--- src/rtl/mr_cpu_pkg.sv ---
// Shared CPU datapath constants and types used by the call stack and its neighbours.
package mr_cpu_pkg;

    // Program counter / load address width.
    localparam int unsigned ADDR_W = 16;

    // Default number of return-address entries.
    localparam int unsigned STACK_DEPTH = 8;

    // One program address word.
    typedef logic [ADDR_W-1:0] addr_t;

endpackage

--- src/rtl/mr_call_stack_if.sv ---
// Decoder-side request and program-counter load bundle for the return-address stack.
interface mr_call_stack_if
    import mr_cpu_pkg::*;
#(
    parameter int unsigned WIDTH = ADDR_W,
    parameter int unsigned DEPTH = STACK_DEPTH
);

    localparam int unsigned LW = $clog2(DEPTH + 1);

    logic             ena;
    logic [WIDTH-1:0] pc;
    logic             call;
    logic             ret;
    logic [WIDTH-1:0] target;
    logic [WIDTH-1:0] addr;
    logic             st;
    logic [LW-1:0]    level;
    logic             empty;
    logic             full;
    logic             ovf;
    logic             unf;

    // Decoder / test driver side.
    modport master (
        output ena, pc, call, ret, target,
        input  addr, st, level, empty, full, ovf, unf
    );

    // Call stack side.
    modport slave (
        input  ena, pc, call, ret, target,
        output addr, st, level, empty, full, ovf, unf
    );

endinterface

--- src/rtl/mr_lifo_mem.sv ---
// Return-address storage: register array with one write port and an asynchronous read port.
module mr_lifo_mem
    import mr_cpu_pkg::*;
#(
    parameter int unsigned WIDTH = ADDR_W,
    parameter int unsigned DEPTH = STACK_DEPTH,
    localparam int unsigned AW   = $clog2(DEPTH)
) (
    input  logic             clk,
    input  logic             we,
    input  logic [AW-1:0]    waddr,
    input  logic [WIDTH-1:0] wdata,
    input  logic [AW-1:0]    raddr,
    output logic [WIDTH-1:0] rdata
);

    // Contents are deliberately not reset; only the stack level qualifies them.
    logic [WIDTH-1:0] mem_q [DEPTH];

    // Write the pushed return address on the clock edge.
    always_ff @(posedge clk) begin
        if (we) begin
            mem_q[waddr] <= wdata;
        end
    end

    // Asynchronous read so the top entry is usable in the same cycle as a RET.
    assign rdata = mem_q[raddr];

endmodule

--- src/rtl/mr_call_stack.sv ---
// Return-address stack: executes CALL/RET and drives the program counter load pair.
module mr_call_stack
    import mr_cpu_pkg::*;
#(
    parameter int unsigned WIDTH = ADDR_W,
    parameter int unsigned DEPTH = STACK_DEPTH
) (
    input  logic           clk,
    input  logic           rst,
    mr_call_stack_if.slave bus
);

    localparam int unsigned LW = $clog2(DEPTH + 1);
    localparam int unsigned AW = $clog2(DEPTH);

    logic [LW-1:0]    level_q, level_d;
    logic             ovf_q, ovf_d;
    logic             unf_q, unf_d;
    logic             call_eff, ret_eff;
    logic             is_empty, is_full;
    logic             we;
    logic [AW-1:0]    waddr, raddr;
    logic [WIDTH-1:0] wdata, rdata;

    // CALL wins over a simultaneous RET; reset suppresses both.
    assign call_eff = bus.ena & bus.call & ~rst;
    assign ret_eff  = bus.ena & bus.ret & ~bus.call & ~rst;

    assign is_empty = (level_q == '0);
    assign is_full  = (level_q == LW'(DEPTH));

    // Push slot is the current level; top entry sits one below it.
    assign we    = call_eff & ~is_full;
    assign waddr = AW'(level_q);
    assign raddr = AW'(level_q - LW'(1));
    assign wdata = bus.pc + WIDTH'(1);

    mr_lifo_mem #(
        .WIDTH (WIDTH),
        .DEPTH (DEPTH)
    ) u_mem (
        .clk   (clk),
        .we    (we),
        .waddr (waddr),
        .wdata (wdata),
        .raddr (raddr),
        .rdata (rdata)
    );

    // Same-cycle redirect so the program counter loads on this edge.
    always_comb begin
        bus.st   = 1'b0;
        bus.addr = '0;
        if (call_eff) begin
            bus.st   = 1'b1;
            bus.addr = bus.target;
        end else if (ret_eff && !is_empty) begin
            bus.st   = 1'b1;
            bus.addr = rdata;
        end
    end

    // Next level and sticky error flags.
    always_comb begin
        level_d = level_q;
        ovf_d   = ovf_q;
        unf_d   = unf_q;
        if (call_eff) begin
            if (is_full) begin
                ovf_d = 1'b1;
            end else begin
                level_d = level_q + LW'(1);
            end
        end else if (ret_eff) begin
            if (is_empty) begin
                unf_d = 1'b1;
            end else begin
                level_d = level_q - LW'(1);
            end
        end
    end

    // Synchronous reset clears level and flags; entries become don't-care.
    always_ff @(posedge clk) begin
        if (rst) begin
            level_q <= '0;
            ovf_q   <= 1'b0;
            unf_q   <= 1'b0;
        end else begin
            level_q <= level_d;
            ovf_q   <= ovf_d;
            unf_q   <= unf_d;
        end
    end

    assign bus.level = level_q;
    assign bus.empty = is_empty;
    assign bus.full  = is_full;
    assign bus.ovf   = ovf_q;
    assign bus.unf   = unf_q;

endmodule

--- src/flat_wrapper.sv ---
// flat-port wrapper written by rule: the top's interface ports become plain ports
module mr_call_stack_flat import mr_cpu_pkg::*;
#(
    parameter int unsigned WIDTH = ADDR_W,
    parameter int unsigned DEPTH = STACK_DEPTH
)
  (clk, rst, bus_ena, bus_pc, bus_call, bus_ret, bus_target, bus_addr, bus_st, bus_level, bus_empty, bus_full, bus_ovf, bus_unf);
  mr_call_stack_if #(.WIDTH(WIDTH), .DEPTH(DEPTH)) bus_i ();
  input  logic clk;
  input  logic rst;
  input wire logic [$bits(bus_i.ena)-1:0] bus_ena;
  input wire logic [$bits(bus_i.pc)-1:0] bus_pc;
  input wire logic [$bits(bus_i.call)-1:0] bus_call;
  input wire logic [$bits(bus_i.ret)-1:0] bus_ret;
  input wire logic [$bits(bus_i.target)-1:0] bus_target;
  output wire logic [$bits(bus_i.addr)-1:0] bus_addr;
  output wire logic [$bits(bus_i.st)-1:0] bus_st;
  output wire logic [$bits(bus_i.level)-1:0] bus_level;
  output wire logic [$bits(bus_i.empty)-1:0] bus_empty;
  output wire logic [$bits(bus_i.full)-1:0] bus_full;
  output wire logic [$bits(bus_i.ovf)-1:0] bus_ovf;
  output wire logic [$bits(bus_i.unf)-1:0] bus_unf;
  assign bus_i.ena = bus_ena;
  assign bus_i.pc = bus_pc;
  assign bus_i.call = bus_call;
  assign bus_i.ret = bus_ret;
  assign bus_i.target = bus_target;
  assign bus_addr = bus_i.addr;
  assign bus_st = bus_i.st;
  assign bus_level = bus_i.level;
  assign bus_empty = bus_i.empty;
  assign bus_full = bus_i.full;
  assign bus_ovf = bus_i.ovf;
  assign bus_unf = bus_i.unf;
  mr_call_stack #(.WIDTH(WIDTH), .DEPTH(DEPTH)) u_core (.clk(clk), .rst(rst), .bus(bus_i));
endmodule
--- config.mk ---
export PLATFORM = sky130hd
export DESIGN_NAME = mr_call_stack_flat
export DESIGN_NICKNAME = d
export VERILOG_FILES = /design/src/rtl/mr_cpu_pkg.sv /design/src/rtl/mr_call_stack_if.sv /design/src/rtl/mr_lifo_mem.sv /design/src/rtl/mr_call_stack.sv /design/src/flat_wrapper.sv
export SDC_FILE = /design/constraint.sdc
export NUM_CORES = 1
export LEC_CHECK = 0
export ABC_AREA = 1
export BUFFER_PORTS_ARGS = -buffer_cell sky130_fd_sc_hd__buf_2
export CAP_MARGIN = 20
export CORE_MARGIN = 1
export CORE_UTILIZATION = 59
export DETAILED_ROUTE_END_ITERATION = 10
export PLACE_DENSITY = 0.81
export RECOVER_POWER = 25
export SYNTH_ARGS = -nofsm -noshare
export SYNTH_HDL_FRONTEND = slang
export SYNTH_SLANG_ARGS = --single-unit
--- constraint.sdc ---
create_clock -name clk -period 3.2 [get_ports clk]
set_input_delay 0.16 -clock clk [delete_from_list [all_inputs] [get_ports clk]]
set_output_delay 0.16 -clock clk [all_outputs]
set_load 0.005 [all_outputs]
==> results of run 1 <==
## per-layer routing
metal	wire length, µm	track usage
met1	5180	0.322
met2	6840	0.459
met3	1090	0.0629
met5	0	0
met4	382	0.173
## placed cells by master, fill, tap and decap left out, types with 2 or more instances in the layout
master      netlist  final
clkbuf_1          8      4
clkinvlp_4        0      5
clkinv_4          0      2
nand3_2           2      2
clkbuf_16         0     16
buf_4             5     13
nor3_2            0      3
nand3_1          55     55
edfxtp_1        128    128
nand2_1          65     65
ha_1              4      4
inv_2             3      3
nor3_1            7      4
o21ai_0          56     56
inv_6             0      3
xor2_1            9      9
buf_2             5     58
a21oi_1           2      2
xnor2_1           5      5
nor2_1          156    156
bufinv_16         0      2
inv_1            15     15
o21ai_1          13     13
dfxtp_1           6      5
## report_power, final
group          internal, mW  switching [mW]
clock                  1.11           0.728
sequential             1.95         0.00935
combinational         0.136           0.297
total                  3.19            1.03
## worst min path at each step
stage,start,end,slack [ns],cells past startpoint
after floorplan,rst,u_core.bus.unf$_SDFFE_PP0P_,0.23,1
after global placement,rst,u_core.bus.unf$_SDFFE_PP0P_,0.36,2
after detailed placement,rst,u_core.bus.unf$_SDFFE_PP0P_,0.37,2
after CTS,bus_ena,u_core.bus.ovf$_SDFFE_PP0P_,0.04,3
after global routing,bus_ena,u_core.bus.ovf$_SDFFE_PP0P_,0.07,3
final,bus_ena,u_core.bus.ovf$_SDFFE_PP0P_,0.05,3
## layout make-up
class	count	area (µm²)
Inverter	19	73.8
Tap cell	133	166
Timing Repair Buffer	75	409
Sequential cell	134	3970
Clock inverter	14	150
Clock buffer	18	418
Multi-Input combinational cell	377	1740
Fill cell	667	2850
## worst max-delay path, cell delays in order, from the launching register on
cell	delay [ns]
dfxtp_1	0.40
inv_1	0.11
ha_1	0.25
xnor2_4	0.53
inv_4	0.22
nand3_1	0.16
nand3_1	0.11
nand2_1	0.09
buf_2	0.10
## flip-flops by register name, summed over array words and instances, names as in the netlist
name / cells
u_core.bus.ovf: 1
u_core.bus.level: 4
u_core.u_mem.mem_q: 128
u_core.bus.unf: 1
## cell families (layout without fill, tap and decap cells)
logic type,count (synthesis),count (layout),share of synthesized area
simple gates,287,287,0.197
xor+xnor,15,15,0.0252
compound gates,71,71,0.0597
fa+ha+maj,4,4,0.00841
buf+inv,46,126,0.0439
flops,134,134,0.666
## per-stage QoR
stage	setup WS [ns]	utilization	power [mW]	hold slack, ns	instance area, µm²
after global routing	0.371	0.709	4.37	0.0721	6930
after detailed placement	1.11	0.650	2.41	0.371	6350
after floorplan	0.607	-	2.29	0.232	5950
after global placement	1.20	0.650	2.40	0.364	6350
after CTS	0.524	0.709	4.23	0.0443	6930
final	0.530	0.709	4.23	0.0524	6930
==> run_results.csv, run 1 <==
group,metric,value,unit
synth,syn-num-nets,598,
critical_path,cp-startpoint,"u_core.bus.level[1]$_SDFFE_PP0P_",
critical_path,critPathLaunchType,"flop",
critical_path,r2r_start,"u_core.bus.level[2]$_SDFFE_PP0P_",
route,drt_iter0_drc,383,
final_layout,drive_above_1_share,0.177,
timing,fin_crit,2.67,ns
route,vias,4360,
timing,hold_viol_final,0,
global_route,grtUsageTotal,0.275,
timing,fin_tns_setup,0,ns
final_layout,final_nets,665,
placed_design,dpl.cell_count,737,
final_layout,area_growth,16.3,%
critical_path,worstSetupPathType,"reg2out",
clocking,cts_tree,"built",
critical_path,crit_required,3.04,ns
timing,slew_headroom,0.361,
clocking,clkLatencyLatePin,0.52,ns
synth,synth.yosys.seq_area_share,0.666,
clocking,clock_path_buffers,2,
synth,synth.area.top_cells,"edfxtp_1 (65%), nor2_1 (9.8%), o21ai_0 (4.7%), nand3_1 (4.6%), nand2_1 (4.1%)",
timing,rsz0062_at_grt,"no",
clocking,cts.hold.buffers_added,1,
hold_path,hold_path_class,"in2reg",
global_route,overflow,0,
clocking,cts_repair_resize_count,0,
floorplan,die_w,102,µm
synth,yosys.cell_types.count,24,
run_status,status,"complete, no violations",
power_and_ir_drop,ir_worst_vdd,0.327,mV
timing,worst_slew_pin_slew,0.952,ns
critical_path,cp-end-kind,"output pin",
route,vias_per_cell,5.66,
clocking,clkSlewWorstSetupHoldPaths,0.06,ns
timing,fmax,0.375,GHz
placed_design,placement.io_buffers,61,
global_route,first_global_vias,4284,
final_layout,layout.cells.non_filler,770,
placed_design,dpl.hpwl,7850,µm
route,drc,0,
synth,synth_top_area_share,0.646,
timing,drv_slew,0,
clocking,cts_htree_levels,4,
floorplan,coreArea,9770,µm²
synth,synth_most_common_cell,"nor2_1",
clocking,clockRootBuffer,"clkbuf_8",
floorplan,start_util,0.609,
floorplan,fp-row-count,36,
critical_path,reg2reg_depth,4,
floorplan,io_pins,62,
route,wl,13500,µm
final_layout,diodes,0,
critical_path,ff2ff_setup_slack,1.24,ns
global_route,grt_max_degree,69,
synth,yosysTopAreaCell,"edfxtp_1",
critical_path,critPathMaxFanout,18,
critical_path,worstReg2RegEnd,"u_core.u_mem.mem_q[7][8]$_DFFE_PP_",
power_and_ir_drop,p_per_area,610,nW/µm²
floorplan,die_height,102,µm
global_route,grt_pass1_wl,20600,µm
timing,fin_crit_sh,0.834,
synth,ys.warnings.count,0,
clocking,cts_setup_buffers,0,
route,ant_nets,0,
synth,ys_ff_latch,134,
synth,syn_area,5950,µm²
timing,finClkSkew,0.00912,ns
synth,synthArstFlopShare,0,
critical_path,cp-endpoint,"bus_addr[5]",
floorplan,fp.dieArea,10500,µm²
clocking,clock-sinks,134,
global_route,antenna_found_initial,0,
synth,avgSynthCellArea,10.7,µm²
synth,ys_top_cells_by_count,"nor2_1 (156), edfxtp_1 (128), nand2_1 (65)",
synth,synth_top_flop_cell,"edfxtp_1",
route,drt_first_pass_iters,5,
timing,setup_viol,0,
job,cap_violations,0,
placed_design,gp_congestion,0.878,
power_and_ir_drop,p_leak,2.66,nW
critical_path,critPathArrivalTime,2.51,ns
clocking,numCtsBuffers,17,
route,wl_per_cell,17.5,µm
synth,synth_edf_count,128,
synth,syn_inst,557,
(Power assumes the default switching activity.)
==> run 2, diff against run 1 <==
Clock period 3.2 ns to 2.65 ns, I/O delays scaled along.
==> run_results.csv, run 2 (synthesized netlist as in run 1, its figures left out) <==
group,metric,value,unit
run_status,status,"complete, no violations",
global_route,top_usage_layer,"met2",
clocking,clockRootBuffer,"clkbuf_8",
final_layout,final_nets,674,
timing,worst_slew_pin_slew,0.871,ns
timing,hold_viol_final,0,
timing,slew_headroom,0.415,
final_layout,largest_register_ffs,128,
clocking,cts_htree_levels,4,
final_layout,multi_input_area,1760,µm²
final_layout,regMostFlops,"u_core.u_mem.mem_q",
final_layout,drive_above_1_share,0.190,
critical_path,crit_required,2.52,ns
floorplan,io_pins,62,
final_layout,fillers,635,
global_route,met2_usage,0.463,
route,drt_first_pass_iters,5,
global_route,antenna_found_initial,0,
power_and_ir_drop,p_per_area,748,nW/µm²
final_layout,final_common_cell,"nor2_1",
clocking,clock-sinks,134,
critical_path,worstSetupPathType,"reg2out",
global_route,grtUsageTotal,0.286,
floorplan,fp.dieArea,10500,µm²
timing,fin_crit_sh,0.933,
clocking,clock_path_buffers,2,
route,wl,14300,µm
floorplan,coreArea,9770,µm²
placed_design,placed_cell_area,6400,µm²
timing,drv_slew,0,
global_route,first_global_vias,4202,
clocking,numCtsBuffers,17,
clocking,cts_tree,"built",
timing,finClkSkew,0.00436,ns
route,wl_per_cell,18.3,µm
timing,fmax,0.404,GHz
final_layout,diodes,0,
critical_path,critPathArrivalTime,2.34,ns
timing,setup_viol,0,
timing,fin_tns_setup,0,ns
timing,rsz0062_at_grt,"no",
job,cap_violations,0,
floorplan,die_w,102,µm
placed_design,dpl.cell_count,743,
global_route,grt_pass1_wl,21300,µm
final_layout,layout.cells.non_filler,779,
route,ant_nets,0,
final_layout,fin_util,0.720,
route,drc,0,
placed_design,gp_congestion,0.794,
final_layout,fin_area,7040,µm²
floorplan,fp-row-count,36,
final_layout,area_growth,18.2,%
route,vias,4431,
placed_design,dpl.hpwl,8320,µm
power_and_ir_drop,finalPower,5.26,mW
route,vias_per_cell,5.69,
critical_path,cp-end-kind,"output pin",
global_route,met3_usage,0.0677,
power_and_ir_drop,ir_worst_vdd,0.435,mV
global_route,grt_max_degree,69,
clocking,clkSlewWorstSetupHoldPaths,0.06,ns
route,drt_iter0_drc,360,
clocking,clkLatencyLatePin,0.52,ns
floorplan,die_height,102,µm
placed_design,placement.io_buffers,61,
final_layout,mostFrequentLayoutCells,"nor2_1 (156), edfxtp_1 (128), nand2_1 (65)",
floorplan,start_util,0.609,
critical_path,critPathLaunchType,"flop",
power_and_ir_drop,p_leak,2.72,nW
global_route,overflow,0,
final_layout,regArea,3970,µm²
critical_path,critPathMaxFanout,17,
hold_path,hold_path_class,"in2reg",
global_route,met1_usage,0.368,
timing,fin_crit,2.47,ns
[run 2: cell types whose count changed in the layout (fill, tap and decap cells not counted), sizes merged]
cell / change
buf: +8
bufinv: +1
clkbuf: +2
clkinv: -1
clkinvlp: -2
inv: +1
[run 2: per-stage QoR]
stage	worst slack [ns]	hold slack, ns
6_report	0.177	0.0129
5_1_grt	0.0269	0.0540
4_1_cts	0.0331	0.0116
3_5_place_dp	0.523	0.345
3_3_place_gp	0.598	0.338
2_1_floorplan	0.0569	0.205
[run 2: area by class of cell]
class | count | share of cell area
Multi-Input combinational cell | 377 | 0.250
Tap cell | 133 | 0.0237
Inverter | 19 | 0.0108
Clock inverter | 13 | 0.0245
Sequential cell | 134 | 0.564
Timing Repair Buffer | 84 | 0.0676
Clock buffer | 19 | 0.0599
[run 2: worst paths after layout]
| path | start | endpoint | slack [ns] | cells past startpoint |
|---|---|---|---|---|
| hold reg to reg | u_core.bus.ovf$_SDFFE_PP0P_ | u_core.bus.ovf$_SDFFE_PP0P_ | 0.47 | 2 |
| setup / recovery | u_core.bus.level[1]$_SDFFE_PP0P_ | bus_addr[12] | 0.18 | 10 |
| setup reg to reg | u_core.bus.level[0]$_SDFFE_PP0P_ | u_core.u_mem.mem_q[2][5]$_DFFE_PP_ | 0.55 | 5 |
| hold / removal | bus_ena | u_core.bus.ovf$_SDFFE_PP0P_ | 0.01 | 3 |
[run 2: power breakdown]
part / total, mW / internal, mW / switching [mW]
registers: 2.36 / 2.35 / 0.0124
clock network: 2.35 / 1.45 / 0.900
logic: 0.549 / 0.187 / 0.362
[run 2: critical path, stage by stage (launching register included)]
cell     delay (ns)
dfxtp_2        0.38
inv_1          0.12
ha_4           0.36
inv_1          0.09
buf_4          0.22
nor2_1         0.11
o21ai_0        0.11
nand3_1        0.15
nand3_1        0.11
nand2_1        0.07
buf_2          0.10
[run 2: routing by layer]
metal  share of wire  vias to the layer above  wire length [µm]
li1                -                     2068                 -
met3           0.095                       39              1350
met4           0.026                        0               373
met2            0.50                      260              7070
met1            0.38                     2064              5470
met5               0                        -                 0
[run 2: what timing repair did]
| item | 4_1_cts | 5_1_grt |
|---|---|---|
| pin swaps | 0 | 1 |
| cloned | 0 | 0 |
| hold endpoints to repair | 6 | 0 |
| hold buffers | 1 | 0 |
| gates resized for setup | 3 | 1 |
| setup endpoints to repair | 16 | 16 |
| buffers inserted | 0 | 3 |
==> run 3, diff against run 2 <==
Settings changed: CORE_MARGIN 1 to default, GPL_TIMING_DRIVEN from default to 0.
Clock period 2.65 ns to 2.7 ns, I/O delays scaled along.
==> run_results.csv, run 3 (synthesized netlist as in run 1, its figures left out) <==
group,metric,value,unit
run_status,status,"complete, no violations",
timing,worst_slew_pin_slew,1.09,ns
floorplan,fp-row-count,36,
clocking,numCtsBuffers,17,
clocking,cts_setup_buffers,0,
critical_path,critPathLaunchType,"flop",
timing,drv_slew,0,
floorplan,die_height,102,µm
route,ant_nets,0,
final_layout,multi_input_area,1760,µm²
final_layout,fillers,619,
final_layout,regMostFlops,"u_core.u_mem.mem_q",
timing,hold_slack,0.0665,ns
timing,hold_viol_final,0,
route,drt_iter0_drc,486,
global_route,grtUsageTotal,0.301,
global_route,antenna_found_initial,0,
critical_path,r2r_start,"u_core.bus.level[0]$_SDFFE_PP0P_",
timing,setup_viol,0,
global_route,grt_pass1_wl,22200,µm
floorplan,io_pins,62,
critical_path,cp-end-kind,"flop",
placed_design,dpl.cell_count,757,
critical_path,cp_cell_sequence,"inv_2, buf_8, ha_1, nand3_2, nand2_1, inv_1, nand2_1, nor2_2",
critical_path,cp-endpoint,"u_core.u_mem.mem_q[4][2]$_DFFE_PP_",
final_layout,layout.cells.non_filler,791,
power_and_ir_drop,finalPower,5.32,mW
timing,finClkSkew,0.00486,ns
critical_path,cp-startpoint,"u_core.bus.level[0]$_SDFFE_PP0P_",
global_route,overflow,0,
route,wl,14700,µm
route,drc,0,
critical_path,worst-path-buf-inv,3,
timing,fin_tns_setup,0,ns
route,vias_per_cell,5.73,
timing,rsz0062_at_grt,"yes",
floorplan,coreArea,9770,µm²
clocking,cts_tree,"built",
placed_design,gp_congestion,0.837,
placed_design,dpl.hpwl,9580,µm
critical_path,critPathTopFamily,"simple AND/OR/NAND/NOR gates",
route,wl_per_cell,18.6,µm
floorplan,start_util,0.609,
final_layout,drive_above_1_share,0.208,
critical_path,worstSetupPathType,"reg2reg",
clocking,clkLatencyLatePin,0.52,ns
placed_design,placement.io_buffers,61,
critical_path,worstSetupPathDepth,8,
power_and_ir_drop,p_per_area,738,nW/µm²
final_layout,final_nets,686,
floorplan,die_w,102,µm
critical_path,crit_required,2.84,ns
critical_path,critical_path.most_common_cell,"nand2_1",
critical_path,cp_slowest_stage_delay,0.87,ns
global_route,first_global_vias,4325,
critical_path,worstReg2RegEnd,"u_core.u_mem.mem_q[4][2]$_DFFE_PP_",
clocking,cts_htree_levels,4,
power_and_ir_drop,ir_worst_vdd,0.355,mV
clocking,clock-sinks,134,
route,drt_first_pass_iters,5,
critical_path,ff2ff_setup_slack,0.06,ns
final_layout,final_common_cell,"nor2_1",
final_layout,mostFrequentLayoutCells,"nor2_1 (151), edfxtp_1 (128), nand2_1 (65)",
final_layout,diodes,0,
timing,fin_crit_sh,0.976,
timing,fmax,0.379,GHz
clocking,clkSlewWorstSetupHoldPaths,0.06,ns
floorplan,fp.dieArea,10500,µm²
critical_path,reg2reg_depth,8,
clocking,clock_path_buffers,2,
timing,fin_crit,2.64,ns
clocking,clockRootBuffer,"clkbuf_8",
power_and_ir_drop,p_leak,2.81,nW
final_layout,fin_util,0.737,
final_layout,area_growth,21.1,%
critical_path,crit_path_top_delay_cell,"nor2_2",
critical_path,critPathMaxFanout,16,
global_route,grt_max_degree,17,
route,vias,4529,
hold_path,hold_path_class,"in2reg",
timing,slew_headroom,0.270,
final_layout,regArea,3970,µm²
job,cap_violations,0,
final_layout,largest_register_ffs,128,
critical_path,critPathArrivalTime,2.77,ns
run 3: changes by cell type in the layout (fill, tap and decap cells not counted), moves of 6 or more:
cell / change
buf_6: +10
buf_8: +6
buf_4: -17
buf_2: +7
run 3: how the worst min path moves through the flow:
stage	startpoint	end	slack (ns)	cells after the start
global route	bus_ret	u_core.bus.unf$_SDFFE_PP0P_	0.08	5
global placement	rst	u_core.bus.unf$_SDFFE_PP0P_	0.34	2
detailed placement	rst	u_core.bus.unf$_SDFFE_PP0P_	0.34	2
finish	bus_ret	u_core.bus.unf$_SDFFE_PP0P_	0.07	5
CTS	bus_ret	u_core.bus.unf$_SDFFE_PP0P_	0.06	5
floorplan	rst	u_core.bus.unf$_SDFFE_PP0P_	0.21	1
run 3: cell type report:
cell class,count,share of cell area
buffer,27,0.0304
clock buffer,17,0.0575
clock inverter,15,0.0292
inverter,19,0.0106
multi-input combinational,377,0.244
sequential,134,0.550
tap,133,0.0231
timing repair buffer,69,0.0552
run 3: worst reg2reg max path, cell delays in order, from the launching register on:
cell and delay [ns]:
dfxtp_4 0.37, inv_2 0.08, buf_8 0.15, ha_1 0.23, nand3_2 0.11, nand2_1 0.18
inv_1 0.11, nand2_1 0.15, nor2_2 0.87
run 3: per-layer routing:
metal	GRT usage	share of wire	up-vias
li1	-	-	2095
met1	0.373	0.38	2103
met2	0.494	0.50	288
met3	0.0670	0.096	43
met4	0.162	0.031	0
met5	0	0	-
run 3: per-stage QoR:
stage                     cell area, µm²  setup slack [ns]
after global placement              6430             -1.03
after detailed placement            6520             0.101
after floorplan                     5950             0.107
final                               7210            0.0648
after global routing                7210          -0.00904
after CTS                           7180            0.0226
run 3: power breakdown:
part	internal (mW)	leakage [nW]	switching, mW
clock network	1.58	0.299	0.823
logic	0.208	1.30	0.390
registers	2.31	1.20	0.0102
total	4.09	2.81	1.22
run 3: what timing repair did:
item,CTS,global route
endpoints found under the setup margin,16,43
pin swaps,0,2
hold buffers,2,0
endpoints found under the hold margin,6,0
gates resized for setup,6,15
